**config.mk**
```make
export PLATFORM = sky130hd
export DESIGN_NAME = imm_extend_pipe
export DESIGN_NICKNAME = d
export VERILOG_FILES = /design/src/rtl/imm_extend_pipe.sv
export SDC_FILE = /design/constraint.sdc
export NUM_CORES = 1
export LEC_CHECK = 0
export BUFFER_PORTS_ARGS = -buffer_cell sky130_fd_sc_hd__buf_2
export CAP_MARGIN = 10
export CORE_ASPECT_RATIO = 1.4
export CORE_MARGIN = 1.5
export CORE_UTILIZATION = 28
export DETAILED_ROUTE_END_ITERATION = 7
export PLACE_DENSITY = 0.54
export SLEW_MARGIN = 0
export SYNTH_ARGS = -nofsm -noshare
export SYNTH_HDL_FRONTEND = slang
export SYNTH_SLANG_ARGS = --single-unit
```
**constraint.sdc**
```tcl
create_clock -name clk -period 1.15 [get_ports clk]
set_input_delay 0 -clock clk [delete_from_list [all_inputs] [get_ports clk]]
set_output_delay 0 -clock clk [all_outputs]
set_load 0.005 [all_outputs]
```
**src/rtl/imm_extend_pipe.sv**
```systemverilog
// imm_extend_pipe: single-stage pipelined immediate extender.
// Takes an IN_W-bit immediate and extends it to OUT_W bits in one of four modes:
//   00 sign-extend, 01 zero-extend, 10 place high, 11 sign-extend then shift left 1.
// Uses a valid/ready handshake on both sides and runs at full throughput.
// Optional feature, macro IMM_EXT_PREFIX_EN: a prefix beat latches the upper bits.
// The next non-prefix beat then produces {prefix, imm}.
// Without the macro, in_prefix is ignored and out_prefixed reads 0.
//
// state    | meaning
// IDLE     | no prefix pending; beats are extended per in_mode
// PREFIXED | prefix_reg holds upper bits for the next non-prefix beat

module imm_extend_pipe #(
   parameter int IN_W  = 9,
   parameter int OUT_W = 16
) (
   input  logic             clk,
   input  logic             rst,
   input  logic             in_valid,
   output logic             in_ready,
   input  logic [IN_W-1:0]  in_imm,
   input  logic [1:0]       in_mode,
   input  logic             in_prefix,
   output logic             out_valid,
   input  logic             out_ready,
   output logic [OUT_W-1:0] out_imm,
   output logic             out_prefixed
);

   localparam int EXT_W = OUT_W - IN_W;

   logic             accept;
   logic [OUT_W-1:0] sext;
   logic [OUT_W-1:0] ext_res;

   // Accept a new beat whenever the output slot is empty or is being drained.
   assign in_ready = !out_valid || out_ready;
   assign accept   = in_valid && in_ready;
   assign sext     = {{EXT_W{in_imm[IN_W-1]}}, in_imm};

   // Mode-selected extension of the incoming immediate.
   always_comb begin
      ext_res = sext;
      case (in_mode)
         2'b00:   ext_res = sext;
         2'b01:   ext_res = {{EXT_W{1'b0}}, in_imm};
         2'b10:   ext_res = {in_imm, {EXT_W{1'b0}}};
         default: ext_res = {sext[OUT_W-2:0], 1'b0};
      endcase
   end

`ifdef IMM_EXT_PREFIX_EN

   typedef enum logic {IDLE, PREFIXED} state_t;

   state_t           state;
   logic [EXT_W-1:0] prefix_reg;
   logic [EXT_W-1:0] prefix_next;

   // The prefix keeps the low bits of the immediate when it is wide enough.
   // Otherwise the immediate is zero-extended up to the prefix width.
   generate
      if (EXT_W <= IN_W) begin : g_pfx_trunc
         assign prefix_next = in_imm[EXT_W-1:0];
      end else begin : g_pfx_zext
         assign prefix_next = {{(EXT_W-IN_W){1'b0}}, in_imm};
      end
   endgenerate

   // This block handles the prefix state machine and the output register.
   // A prefix beat changes only the state; it never touches the output slot.
   always_ff @(posedge clk) begin
      if (rst) begin
         state        <= IDLE;
         prefix_reg   <= '0;
         out_valid    <= 1'b0;
         out_imm      <= '0;
         out_prefixed <= 1'b0;
      end else begin
         if (out_valid && out_ready)
            out_valid <= 1'b0;
         if (accept) begin
            if (in_prefix) begin
               state      <= PREFIXED;
               prefix_reg <= prefix_next;
            end else begin
               out_valid <= 1'b1;
               if (state == PREFIXED) begin
                  out_imm      <= {prefix_reg, in_imm};
                  out_prefixed <= 1'b1;
                  state        <= IDLE;
               end else begin
                  out_imm      <= ext_res;
                  out_prefixed <= 1'b0;
               end
            end
         end
      end
   end

`else

   logic unused_prefix;

   assign unused_prefix = in_prefix;
   assign out_prefixed  = 1'b0;

   // Output register: every accepted beat produces a result.
   always_ff @(posedge clk) begin
      if (rst) begin
         out_valid <= 1'b0;
         out_imm   <= '0;
      end else begin
         if (out_valid && out_ready)
            out_valid <= 1'b0;
         if (accept) begin
            out_valid <= 1'b1;
            out_imm   <= ext_res;
         end
      end
   end

`endif

endmodule

```
==> metrics.yaml <==
status: "completed"
post_cts_buffers: 0
synthSimpleGateAreaFrac: 0.141
antenna_left: 0
fin_nets: 143
track_usage: 0.127
syn_avg_cell_area_um2: 8.76
clkPwrFrac: 0.325
switchingPower_mw: 0.349
cts.path.max_buffers: 2
syn-num-nets: 111
fin_crit_ns: 1.09
dp_hpwl_um: 1550
antenna_found_initial: 0
start_util: 0.292
avgViaCountPerCell: 4.75
clk_pin_slew_ns: 0.06
hold_viol: 0
gp_congestion: 0.740
die-area_mm2: 0.00331
cts_buffers: 3
grt_pass1_wl_um: 3290
grt_pass1_vias: 724
grt_max_degree: 18
final_util: 0.375
critPathMaxFanout: 6
setup_ws_ns: 0.0639
worstPathRequired_ns: 1.33
cts_max_level: 1
synth_xor_area_frac: 0.0105
tritoncts: "done"
seqPwrFrac: 0.484
syn-cell-area_um2: 832
synth_compound_area_frac: 0.323
grt_overflow_total: 0
layout_common_cells: "32 x buf_2, 23 x a21oi_1, 17 x dfxtp_1"
p_total_mw: 1.35
drtIter0Drc: 15
comb_power_share: 0.191
die_y_um: 67.5
numClockSinks: 17
first_pass_iters: 3
detailed_place.area_mm2: 0.00101
p_leak_nw: 0.472
whs_ns: 0.0216
ir_worst_vdd_mv: 0.841
synth_warnings: 0
cts_hold_buf: 0
via_count: 775
core_area_mm2: 0.00285
fin_crit_sh: 0.944
drive_above_1_share: 0.405
p_sw_frac: 0.258
path_class: "flip-flop to flip-flop"
fmax_ghz: 0.921
final_common_cell: "buf_2"
reg2reg_depth: 4
route.detailed.drc: 0
dieWidth_um: 49.1
routed_wl_um: 2050
synthMuxAreaShare: 0.0241
finalSetupViolCount: 0
ys_ff_latch: 17
syn2layout_area_growth_pct: 28.3
power_density_mw_per_mm2: 1270
dpl_worst_slack_ns: -0.106
portBuffers: 32
cts_root_buf: "clkbuf_8"
syn_inst: 95
postLayoutCellArea_mm2: 0.00107
end_kind: "flip-flop"
diodes: 0
seq_area_frac_synth: 0.409
clkLatencyLatePin_ns: 0.24
pin_count: 35
maxSlewViolCount: 0
synth_top_family_by_area: "compound AO/OA/AOI/OAI gates"
synth_cell_types: 23
max-cap-violations: 0
rows: 23
skew_ns: 0.000719
worstPathArrival_ns: 1.26
synthAdderAreaFrac: 0
hold_class: "input port to flip-flop"
internal_power_mw: 1.00
hold_depth: 3
startpoint_type: "flip-flop"
rsz0062_at_grt: "yes"
wl_per_cell_um: 12.6
## final cells by class
type                            count  area (um2)
Clock buffer                        4        45.0
Timing Repair Buffer               36         190
Multi-Input combinational cell     66         432
Tap cell                           37        46.3
Inverter                            3        13.8
Sequential cell                    17         340
Fill cell                         313        1780
## cells in the mapped netlist
cell       number  area [um2]
a2111o_1        2        22.5
a211oi_1       12        90.1
a211oi_2        1        12.5
a21oi_1        23         115
and2_2          1        7.51
and2b_2         7        61.3
buf_1           1        3.75
buf_2           1        5.00
buf_4           3        22.5
buf_6           2        22.5
clkbuf_1        2        7.51
conb_1          1        3.75
dfxtp_1        17         340
inv_1           2        7.51
inv_2           1        3.75
mux2i_1         2        20.0
nand2_1         6        22.5
nand4b_1        1        8.76
nor2_1          3        11.3
nor2b_1         1        6.26
o2111ai_1       1        8.76
o21ai_0         4        20.0
xnor2_1         1        8.76
## state kept, by name, summed over array words and instances (netlist names)
name,count
out_imm,16
out_valid,1
## kinds of logic (layout without fill, tap and decap cells)
family,after synthesis,after routing
other,1,1
and+or+nand+nor,19,19
xor gates and xnor gates,1,1
buffers and inverters,12,43
muxes,2,2
DFF,17,17
AOI/OAI and AO/OA,43,43
## worst max-delay path, stage by stage, from the launching register on
cell and delay (ns):
dfxtp_1 0.32, nor2b_4 0.15, buf_4 0.15, a2111o_1 0.28
a21oi_1 0.12
## power groups by stage
stage	Sequential [mW]	Combinational [mW]	Clock [mW]
2_1_floorplan	0.671	0.146	0
3_3_place_gp	0.666	0.251	0
3_5_place_dp	0.666	0.254	0
4_1_cts	0.653	0.258	0.455
5_1_grt	0.658	0.288	0.478
6_report	0.653	0.258	0.439
## through the flow
step                TNS [ns]  cells
CTS                        0    163
detailed placement     -1.07    159
finish                     0    163
global placement           0    159
global route         -0.0424    163
floorplan                  0     95
## metal layers
| layer | share of wire | routed length [um] | GRT usage | vias to the layer above |
|---|---|---|---|---|
| li1 | - | - | - | 403 |
| met3 | 0.043 | 89 | 0.0243 | 2 |
| met4 | 0.0034 | 7 | 0.0429 | 0 |
| met5 | 0 | 0 | 0 | - |
| met2 | 0.49 | 999 | 0.230 | 23 |
| met1 | 0.47 | 956 | 0.150 | 347 |
## timing repair
action                                  4_1_cts  5_1_grt
pin swaps                                     0        0
resized for setup                             3        1
endpoints found under the setup margin       17        6
## path summary, 6_finish.rpt
path                       to  slack (ns)        from
setup / recovery   out_imm[7]        0.06   out_valid
hold / removal    out_imm[14]        0.02   in_imm[7]
setup reg to reg   out_imm[7]        0.06   out_valid
hold reg to reg    out_imm[0]        0.48  out_imm[0]
Note: power is estimated with default switching activity, not from simulation.
